`src/rtl/stream_demux_n.sv`:
```
// Registered 1-to-NUM_CH stream demultiplexer with valid/ready on every port.
// Each channel owns a one-entry output slot; routing is by s_sel or round-robin.
module stream_demux_n #(
   parameter int unsigned DATA_W  = 8,
   parameter int unsigned NUM_CH  = 4,
   parameter int unsigned RR_MODE = 0
) (
   input  logic                     clk,
   input  logic                     rst,
   input  logic                     s_valid,
   output logic                     s_ready,
   input  logic [DATA_W-1:0]        s_data,
   input  logic [$clog2(NUM_CH)-1:0] s_sel,
   output logic [NUM_CH-1:0]        m_valid,
   input  logic [NUM_CH-1:0]        m_ready,
   output logic [NUM_CH*DATA_W-1:0] m_data,
   output logic                     drop,
   output logic [7:0]               drop_cnt
);

   localparam int unsigned SEL_W = $clog2(NUM_CH);

   logic [SEL_W-1:0]  rr_ptr;
   logic [SEL_W-1:0]  tgt;
   logic              tgt_ok;
   logic              accept;
   logic              drop_next;
   logic [NUM_CH-1:0] slot_free;
   logic [NUM_CH-1:0] fill;

   // Target selection and per-slot availability; an out-of-range target is
   // always ready so the word is swallowed instead of stalling the producer.
   always_comb begin
      tgt       = (RR_MODE != 0) ? rr_ptr : s_sel;
      tgt_ok    = 32'(tgt) < 32'(NUM_CH);
      slot_free = ~m_valid | m_ready;
      s_ready   = 1'b1;
      fill      = '0;
      for (int k = 0; k < NUM_CH; k++) begin
         if (tgt == SEL_W'(k)) begin
            s_ready = slot_free[k];
            fill[k] = s_valid & slot_free[k];
         end
      end
      accept    = s_valid & s_ready;
      drop_next = accept & ~tgt_ok;
   end

   // Output slots: a refill wins over a drain in the same cycle.
   always_ff @(posedge clk or posedge rst) begin
      if (rst) begin
         m_valid <= '0;
         m_data  <= '0;
      end else begin
         for (int k = 0; k < NUM_CH; k++) begin
            if (fill[k]) begin
               m_valid[k]                    <= 1'b1;
               m_data[k*DATA_W +: DATA_W]    <= s_data;
            end else if (m_ready[k]) begin
               m_valid[k]                    <= 1'b0;
            end
         end
      end
   end

   // Round-robin pointer only moves on an accept, so a busy target blocks.
   always_ff @(posedge clk or posedge rst) begin
      if (rst) begin
         rr_ptr <= '0;
      end else if (accept) begin
         rr_ptr <= (rr_ptr == SEL_W'(NUM_CH - 1)) ? '0 : rr_ptr + SEL_W'(1);
      end
   end

   // Discard reporting: one-cycle pulse and a saturating counter.
   always_ff @(posedge clk or posedge rst) begin
      if (rst) begin
         drop     <= 1'b0;
         drop_cnt <= '0;
      end else begin
         drop <= drop_next;
         if (drop_next && drop_cnt != 8'hFF) begin
            drop_cnt <= drop_cnt + 8'd1;
         end
      end
   end

endmodule

```
`config.mk`:
```
export PLATFORM = sky130hd
export DESIGN_NAME = stream_demux_n
export DESIGN_NICKNAME = d
export VERILOG_FILES = /design/src/rtl/stream_demux_n.sv
export SDC_FILE = /design/constraint.sdc
export NUM_CORES = 1
export LEC_CHECK = 0
export BUFFER_PORTS_ARGS = -buffer_cell sky130_fd_sc_hd__buf_2
export CORE_AREA = 2 2 63 65
export DETAILED_ROUTE_END_ITERATION = 6
export DIE_AREA = 0 0 65 67
export PLACE_DENSITY = 0.72
export SETUP_SLACK_MARGIN = 0.5
export SYNTH_ARGS = -nofsm -noshare
export SYNTH_HDL_FRONTEND = slang
export SYNTH_SLANG_ARGS = --single-unit
```
`constraint.sdc`:
```
create_clock -name clk -period 1.2 [get_ports clk]
set_clock_uncertainty 0.05 [all_clocks]
set_input_delay 0.06 -clock clk [delete_from_list [all_inputs] [get_ports clk]]
set_output_delay 0.06 -clock clk [all_outputs]
set_load 0.1 [all_outputs]
```
==> qor.csv, run 1 <==
stage,metric,value,unit
min_path,hold_class,in2reg,
sta,timing.fmax,634,MHz
clock_network,cts_tree,yes,
setup_path,path_class,reg2out,
pwr,powerDensity,2140,nW/um2
cells_and_area,diodes,0,
yosys,syn_inst,99,
setup_path,worst_setup_path_start_kind,flop,
cells_and_area,drive_gt1_share,91.5,%
cells_and_area,multi_input_area,696,um2
grt,antenna_found_initial,0,
clock_network,htreeDepth,2,
detailed_routing,final_antenna_net_count,0,
detailed_routing,drtIter0Drc,28,
floorplanning,fp.dieH,67,um
sta,drv_slew,0,
yosys,synth_area_per_cell,15.0,um2
detailed_routing,wire_per_inst,20.0,um
cells_and_area,seq_area,1040,um2
place,place_inst,208,
detailed_routing,routed_via_density,4.78,
grt,grt.overflow.total,0,
cells_and_area,fin_area,3060,um2
floorplanning,coreArea,3610,um2
detailed_routing,vias,1134,
grt,grt_start_max_net_pins,37,
setup_path,critPathMaxFanout,2,
yosys,ys_seq_elements,36,
cells_and_area,fillers,143,
setup_path,crit_arrival,1.47,ns
setup_path,r2r_slack,-0.32,ns
yosys,synth_warnings,0,
floorplanning,die_w,65,um
place,place_congestion,0.781,
run_status,status,"finished, violations left",
pwr,peakVddDrop,1300,uV
cells_and_area,fin_cells,237,
place,place_area,2650,um2
grt,grt_pass1_wl,6.86,mm
cells_and_area,syn_to_final_growth,106,%
floorplanning,row_count,22,
floorplanning,ios,63,
sta,min_period,1.58,ns
yosys,yosysUniqueCellTypes,17,
floorplanning,start_util,41.1,%
pwr,p_leak,1.39,nW
floorplanning,die_area,4360,um2
clock_network,clockBufferDepth,2,
detailed_routing,wl,4.73,mm
cells_and_area,fin_nets,206,
detailed_routing,drc,0,
yosys,netlist_area,1480,um2
setup_path,required,1.09,ns
sta,fin_ws,-0.377,ns
run_status,violations,negative setup slack,
sta,setup_viol,38,
sta,rsz0062_at_grt,yes,
clock_network,cts.sinks,36,
pwr,power,6.54,mW
setup_path,cp-end-kind,primary output,
grt,grt_use_total,23.0,%
clock_network,numCtsBuffers,5,
yosys,ys_seq_area_share,60.8,%
job,drv_cap,0,
sta,fin_crit_sh,131,%
clock_network,clk_pin_slew,0.07,ns
clock_network,cts_root_buffer,clkbuf_8,
place,hpwl,2.83,mm
place,port_buffers,53,
sta,hold_viol_final,0,
clock_network,clk_latency,0.29,ns
detailed_routing,dr.pass1.iters,4,
place,post-place-ws,-0.242,ns
grt,grt_pass1_vias,1160,
placed cells by master, fill, tap and decap left out, drive strengths merged:
cell type / count
clkinvlp: 1
mux2: 32
conb: 9
mux4: 1
dlygate4sd3: 1
inv: 1
nand3: 1
a21o: 1
o21ai: 1
nand2b: 4
clkbuf: 7
nor2b: 2
dfrtp: 36
nand2: 4
nor3b: 2
buf: 85
nand3b: 1
synthesized netlist by cell type:
| cell | count | area [um2] |
|---|---|---|
| a21o_1 | 1 | 7.51 |
| buf_2 | 2 | 10.0 |
| buf_4 | 9 | 67.6 |
| conb_1 | 1 | 3.75 |
| dfrtp_1 | 36 | 901 |
| inv_1 | 2 | 7.51 |
| mux2_2 | 32 | 360 |
| mux4_1 | 1 | 26.3 |
| nand2_1 | 3 | 11.3 |
| nand2_2 | 1 | 6.26 |
| nand2b_1 | 4 | 25.0 |
| nand3_1 | 1 | 5.00 |
| nand3b_1 | 1 | 7.51 |
| nor2b_1 | 2 | 12.5 |
| nor3b_1 | 1 | 7.51 |
| nor3b_4 | 1 | 18.8 |
| o21ai_0 | 1 | 5.00 |
critical path: stages (launching register included):
cell	delay (ns)
dfrtp_4	0.44
nand2b_4	0.06
mux4_2	0.49
buf_12	0.19
metal layers:
metal	routed length (um)	global-route usage, %	vias to the layer above
met2	2450	40.5	45
met3	206	5.74	9
li1	-	-	499
met1	1970	27.4	581
met4	106	7.98	0
met5	0	0	-
path summary, 6_finish.rpt:
path                       startpoint    endpoint  cells past startpoint
max                        m_valid[0]     s_ready                      3
min                         s_data[7]  m_data[31]                      2
max reg2reg                m_valid[3]  m_data[30]                      6
min reg2reg                 m_data[4]   m_data[4]                      1
max in group asynchronous         rst  m_data[12]                      4
min in group asynchronous         rst  m_data[11]                      4
state kept, by name, indices dropped and copies added (netlist names):
register,count
m_data,32
m_valid,4
where the power goes:
group,internal (mW),switching (mW)
Combinational,1.41,2.28
Sequential,1.61,0.296
Clock,0.511,0.432
repair_timing:
action / in CTS / in global routing
setup buffers: 7 / 14
endpoints found under the setup margin: 73 / 73
pin swaps: 1 / 1
gates resized for setup: 30 / 8
endpoints found under the hold margin: 37 / 0
hold buffers: 1 / 0
metrics by stage:
step                      hold WS (ns)  utilization [%]  TNS, ns
after CTS                     -0.00704             81.1    -5.84
after detailed placement        0.0638             73.4    -5.98
after global routing            0.0100             84.7   -10.13
after global placement          0.0578             73.4    -5.01
final                          0.00359             84.7    -8.93
after floorplan                -0.0362                -    -9.84
cell families after synthesis:
kind of cell           after synthesis  share of synthesized area (%)
flip-flops                          36                           60.8
multiplexers                        33                           26.1
AND/OR/NAND/NOR                     14                           6.33
buffers and inverters               13                           5.74
AO/OA/AOI/OAI                        2                          0.844
other                                1                          0.253
final cells by class:
cell class              instances  share of cell area (%)
clock buffers                   7                    3.15
multi-input cells              58                    22.8
inverters                       2                   0.369
flip-flops and latches         36                    33.9
repair buffers                 86                    37.8
well taps                      48                    1.97
(Power assumes the default switching activity.)
==> inputs of run 2 (changes only) <==
Settings changed: ABC_AREA set to 1, CORE_AREA 2 2 63 65 to 2 2 64 66, DIE_AREA 0 0 65 67 to 0 0 66 68, PLACE_DENSITY 0.72 to 0.73.
==> qor.csv, run 2 <==
stage,metric,value,unit
run_status,status,"finished, violations left",
run_status,violations,negative setup slack,
yosys,ys_seq_area_share,57.4,%
setup_path,crit_path_frequent_cell,nand2_2,
floorplanning,ios,63,
yosys,synth_warnings,0,
yosys,yosys.area.top_type_share,57.4,%
yosys,synth_most_common_cell,nand2_1,
yosys,ys_seq_elements,36,
yosys,synth_area_leaders,"dfrtp_1, nand2_1, o21ai_2",
detailed_routing,routed_via_density,4.66,
min_path,hold_class,in2reg,
yosys,async_flop_share,100,%
cells_and_area,drive_gt1_share,70.4,%
clock_network,clockBufferDepth,2,
grt,grt.overflow.total,0,
sta,fin_crit_sh,129,%
setup_path,cp-end-kind,primary output,
detailed_routing,vias,1319,
cells_and_area,diodes,0,
floorplanning,die_area,4490,um2
detailed_routing,wl,4.38,mm
yosys,yosysUniqueCellTypes,12,
place,port_buffers,53,
floorplanning,fp.dieH,68,um
cells_and_area,fin_area,2980,um2
setup_path,critPathMaxFanout,2,
sta,hold_viol_final,0,
detailed_routing,wire_per_inst,15.5,um
clock_network,clk_latency,0.28,ns
sta,rsz0062_at_grt,yes,
clock_network,cts.sinks,36,
sta,setup_viol,21,
setup_path,required,1.09,ns
place,hpwl,2.69,mm
clock_network,cts_tree,yes,
grt,grt_pass1_wl,6.51,mm
pwr,peakVddDrop,1550,uV
sta,timing.fmax,645,MHz
yosys,synth_area_per_cell,10.2,um2
sta,min_period,1.55,ns
setup_path,critPathMaxStageDelay,0.50,ns
pwr,p_leak,1.35,nW
setup_path,crit_arrival,1.44,ns
yosys,yosysTopAreaCell,dfrtp_1,
grt,grt_use_total,19.7,%
cells_and_area,syn_to_final_growth,89.6,%
pwr,powerDensity,1970,nW/um2
yosys,synth_flop_cell,dfrtp_1,
detailed_routing,final_antenna_net_count,0,
sta,worst_slew_pin_slew,0.581,ns
detailed_routing,drtIter0Drc,32,
grt,grt_start_max_net_pins,37,
grt,grt_pass1_vias,1378,
setup_path,path_class,reg2out,
pwr,power,5.86,mW
cells_and_area,largest_registers,"m_data x32, m_valid x4",
clock_network,htreeDepth,2,
grt,antenna_found_initial,0,
clock_network,cts_root_buffer,clkbuf_8,
floorplanning,coreArea,3860,um2
cells_and_area,largest_reg_flops,32,
place,place_congestion,0.676,
floorplanning,row_count,23,
detailed_routing,drc,0,
sta,fin_ws,-0.351,ns
sta,whs,0.0326,ns
setup_path,worst_setup_path_start_kind,flop,
cells_and_area,fin_nets,249,
cells_and_area,layout_commonest_cell,buf_12,
yosys,syn_inst,154,
setup_path,cp_cell_sequence,"nand2_4, nand2_2, nand2_2, nand2_2, nand2_2, nand2_4, nand2_8, buf_12",
floorplanning,die_w,66,um
clock_network,clk_pin_slew,0.08,ns
setup_path,slowest_stage,dfrtp_4,
floorplanning,start_util,40.7,%
yosys,synth_edf_count,0,
sta,drv_slew,0,
yosys,netlist_area,1570,um2
detailed_routing,dr.pass1.iters,4,
sta,relSlewSlack,61.2,%
cells_and_area,layout_common_cells,"buf_12, dfrtp_4, nand2_1",
clock_network,numCtsBuffers,5,
place,place_area,2610,um2
job,drv_cap,0,
yosys,synth_common_cells,"nand2_1, dfrtp_1, inv_1, o21ai_1, o21ai_2",
cells_and_area,fillers,245,
sta,tns,-1.69,ns
cells_and_area,largest-register,m_data,
## run 2: layer usage
metal,track usage (%),vias to the layer above,wire [um]
li1,-,627,-
met1,23.6,641,1690
met2,34.2,44,2380
met3,5.10,7,245
met4,7.91,0,55
met5,0,-,0
## run 2: report_power, final
part | internal [mW] | leakage (nW) | switching [mW] | total [mW]
Clock | 0.458 | 0.0510 | 0.433 | 0.891
Sequential | 1.55 | 0.405 | 0.251 | 1.80
Combinational | 1.07 | 0.895 | 2.09 | 3.17
Total | 3.08 | 1.35 | 2.78 | 5.86
## run 2: final timing paths
path / from / end / slack, ns / cells past startpoint
worst min register to register: m_data[25] / m_data[25] / 0.51 / 2
worst max-delay path: m_valid[0] / s_ready / -0.35 / 8
min in group asynchronous: rst / m_data[2] / 0.31 / 4
max in group asynchronous: rst / m_data[29] / 0.59 / 4
worst max register to register: m_valid[1] / m_data[14] / -0.12 / 7
worst min-delay path: m_ready[3] / m_valid[3] / 0.03 / 4
## run 2: critical path, delay by kind of cell, from the launching register on
family | cells | cell delay (ns)
flops | 1 | 0.50
simple gates | 7 | 0.48
buf+inv | 1 | 0.17
## run 2: kinds of logic after synthesis
group	Yosys count	share of synthesized area, %
compound gates	32	14.0
buf+inv	30	11.2
flops	36	57.4
other cells	1	0.239
simple gates	55	17.1
## run 2: through the flow
stage	setup WS (ns)	std cells	utilization, %
floorplan	-0.126	162	-
global placement	-0.0208	258	67.8
detailed placement	-0.0821	258	67.8
CTS	-0.337	273	72.7
global route	-0.392	283	77.2
finish	-0.351	283	77.2
## run 2: timing repair
item                       4_1_cts  5_1_grt
cloned                           2        0
hold endpoints to repair        36        0
setup buffers                    4       10
gates resized for setup         11       23
pin swaps                       14       13
setup endpoints to repair       73       73
hold buffers                     1        0
## run 2: area by class of cell
type,count,area (um2),area share (%)
Sequential cell,36,1040,34.8
Timing Repair Buffer,74,1030,34.6
Multi-Input combinational cell,98,682,22.9
Clock buffer,6,82.6,2.77
Inverter,17,75.1,2.52
Tap cell,50,62.6,2.10
Clock inverter,2,10.0,0.336
==> inputs of run 3 (changes only) <==
Settings changed: ABC_AREA 1 to not set, CORE_AREA 2 2 64 66 to 2 2 62 64, CTS_BUF_LIST set to sky130_fd_sc_hd__clkbuf_4 sky130_fd_sc_hd__clkbuf_8, DIE_AREA 0 0 66 68 to 0 0 64 66, PLACE_DENSITY 0.73 to 0.74.
Clock period 1.2 ns to 1.3 ns, I/O delays scaled along.
==> qor.csv, run 3 (synthesis gave the netlist of run 1 again) <==
stage,metric,value,unit
detailed_routing,final_antenna_net_count,0,
place,place_inst,205,
grt,antenna_found_initial,0,
pwr,p_leak,1.36,nW
cells_and_area,largest_reg_flops,32,
pwr,power,5.69,mW
detailed_routing,routed_via_density,4.65,
floorplanning,die_w,64,um
clock_network,clk_pin_slew,0.12,ns
clock_network,clockBufferDepth,2,
floorplanning,fp.dieH,66,um
setup_path,cp-end-kind,primary output,
cells_and_area,diodes,0,
run_status,violations,"negative hold slack, negative setup slack",
setup_path,r2r_slack,-0.31,ns
detailed_routing,vias,1084,
cells_and_area,fin_nets,201,
detailed_routing,wl,4.12,mm
cells_and_area,fillers,180,
floorplanning,coreArea,3550,um2
sta,timing.fmax,609,MHz
grt,grt_start_max_net_pins,37,
cells_and_area,syn_to_final_growth,92.8,%
sta,drv_slew,0,
cells_and_area,drive_gt1_share,84.3,%
sta,setup_viol,26,
grt,grt.overflow.total,0,
sta,min_period,1.64,ns
setup_path,worst_setup_path_start_kind,flop,
job,drv_cap,0,
floorplanning,start_util,41.8,%
grt,grt_pass1_vias,1241,
cells_and_area,largest_registers,"m_data x32, m_valid x4",
setup_path,required,1.19,ns
place,port_buffers,53,
sta,fin_ws,-0.341,ns
clock_network,cts_root_buffer,clkbuf_4,
place,hpwl,2.27,mm
clock_network,numCtsBuffers,5,
floorplanning,die_area,4220,um2
floorplanning,ios,63,
pwr,powerDensity,1990,nW/um2
sta,fin_crit_sh,126,%
sta,rsz0062_at_grt,yes,
clock_network,cts.sinks,36,
detailed_routing,dr.pass1.iters,4,
floorplanning,row_count,22,
setup_path,critPathMaxFanout,3,
cells_and_area,largest-register,m_data,
clock_network,clk_latency,0.33,ns
clock_network,htreeDepth,2,
cells_and_area,fin_area,2860,um2
detailed_routing,drtIter0Drc,17,
cells_and_area,layout_common_cells,"buf_12, mux2_4, dfrtp_2, buf_2, buf_6",
detailed_routing,wire_per_inst,17.7,um
sta,relSlewSlack,48.6,%
cells_and_area,fin_cells,233,
pwr,peakVddDrop,1300,uV
sta,whs,-0.215,ns
sta,worst_slew_pin_slew,0.769,ns
setup_path,crit_arrival,1.53,ns
run_status,status,"finished, violations left",
sta,hold_viol_final,64,
place,place_congestion,0.682,
min_path,hold_class,in2async,
cells_and_area,layout_commonest_cell,buf_12,
place,place_area,1980,um2
clock_network,cts_tree,yes,
setup_path,path_class,reg2out,
detailed_routing,drc,0,
grt,grt_use_total,21.6,%
grt,grt_pass1_wl,6.60,mm
==> run 3: cell types whose count changed in the layout (fill, tap and decap cells not counted), moves of 7 or more <==
cell | before | now
nand2_1 | 29 | 3
inv_1 | 13 | 1
o21ai_2 | 16 | 0
mux2_4 | 0 | 32
dfrtp_2 | 0 | 24
o21ai_1 | 16 | 1
nand2_4 | 12 | 0
dfrtp_4 | 36 | 4
dfrtp_1 | 0 | 8
buf_6 | 6 | 14
nand2_2 | 7 | 0
==> run 3: final cells by class <==
type                       count  area [um2]  share of cell area, %
timing repair buffer          81        1070                   37.5
clock inverter                 1        7.51                  0.263
inverter                       2        11.3                  0.394
sequential                    36         946                   33.1
clock buffer                   7        58.8                   2.06
tap                           48        60.1                   2.10
multi-input combinational     58         702                   24.6
==> run 3: worst paths after layout <==
kind / start / to / depth (start not counted)
min in group clk: m_ready[1] / m_valid[1] / 3
min: rst / m_data[17] / 2
max reg2reg: m_valid[3] / m_data[31] / 7
max in group asynchronous: rst / m_valid[1] / 2
min reg2reg: m_data[5] / m_data[5] / 1
max: m_valid[2] / s_ready / 3
==> run 3: metal layers <==
metal  global-route usage [%]  share of wire [%]  up-vias  wire (um)
met2                     38.8                 54       39       2240
met4                     4.89               0.66        0         27
met5                        0                  0        -          0
met3                     7.50                6.7        4        277
li1                         -                  -      487          -
met1                     24.6                 38      554       1570
==> run 3: per-stage QoR <==
step	utilization, %	TNS [ns]	setup WS, ns	hold slack [ns]
floorplan	-	-6.58	-0.303	-0.0324
global placement	55.9	-2.34	-0.123	0.173
detailed placement	55.9	-2.57	-0.120	0.190
CTS	77.9	-3.70	-0.338	-0.199
global route	80.5	-5.69	-0.377	-0.164
finish	80.5	-4.79	-0.341	-0.215
==> run 3: worst max-delay path, stage by stage, from the launching register on <==
cell and delay, ns:
dfrtp_4 0.45, nand2b_4 0.07, mux4_2 0.48, buf_12 0.19
==> run 3: repair_timing <==
action                     4_1_cts  5_1_grt
hold endpoints to repair        71       70
gates resized for setup        162       12
setup buffers                   11        6
pin swaps                        1        1
hold buffers                     2        1
setup endpoints to repair       73       72
==> run 3: where the power goes <==
| group | leakage, nW | switching, mW | total (mW) | internal [mW] |
|---|---|---|---|---|
| Combinational | 0.923 | 2.08 | 3.37 | 1.29 |
| Sequential | 0.400 | 0.269 | 1.64 | 1.38 |
| Clock | 0.0349 | 0.392 | 0.678 | 0.286 |
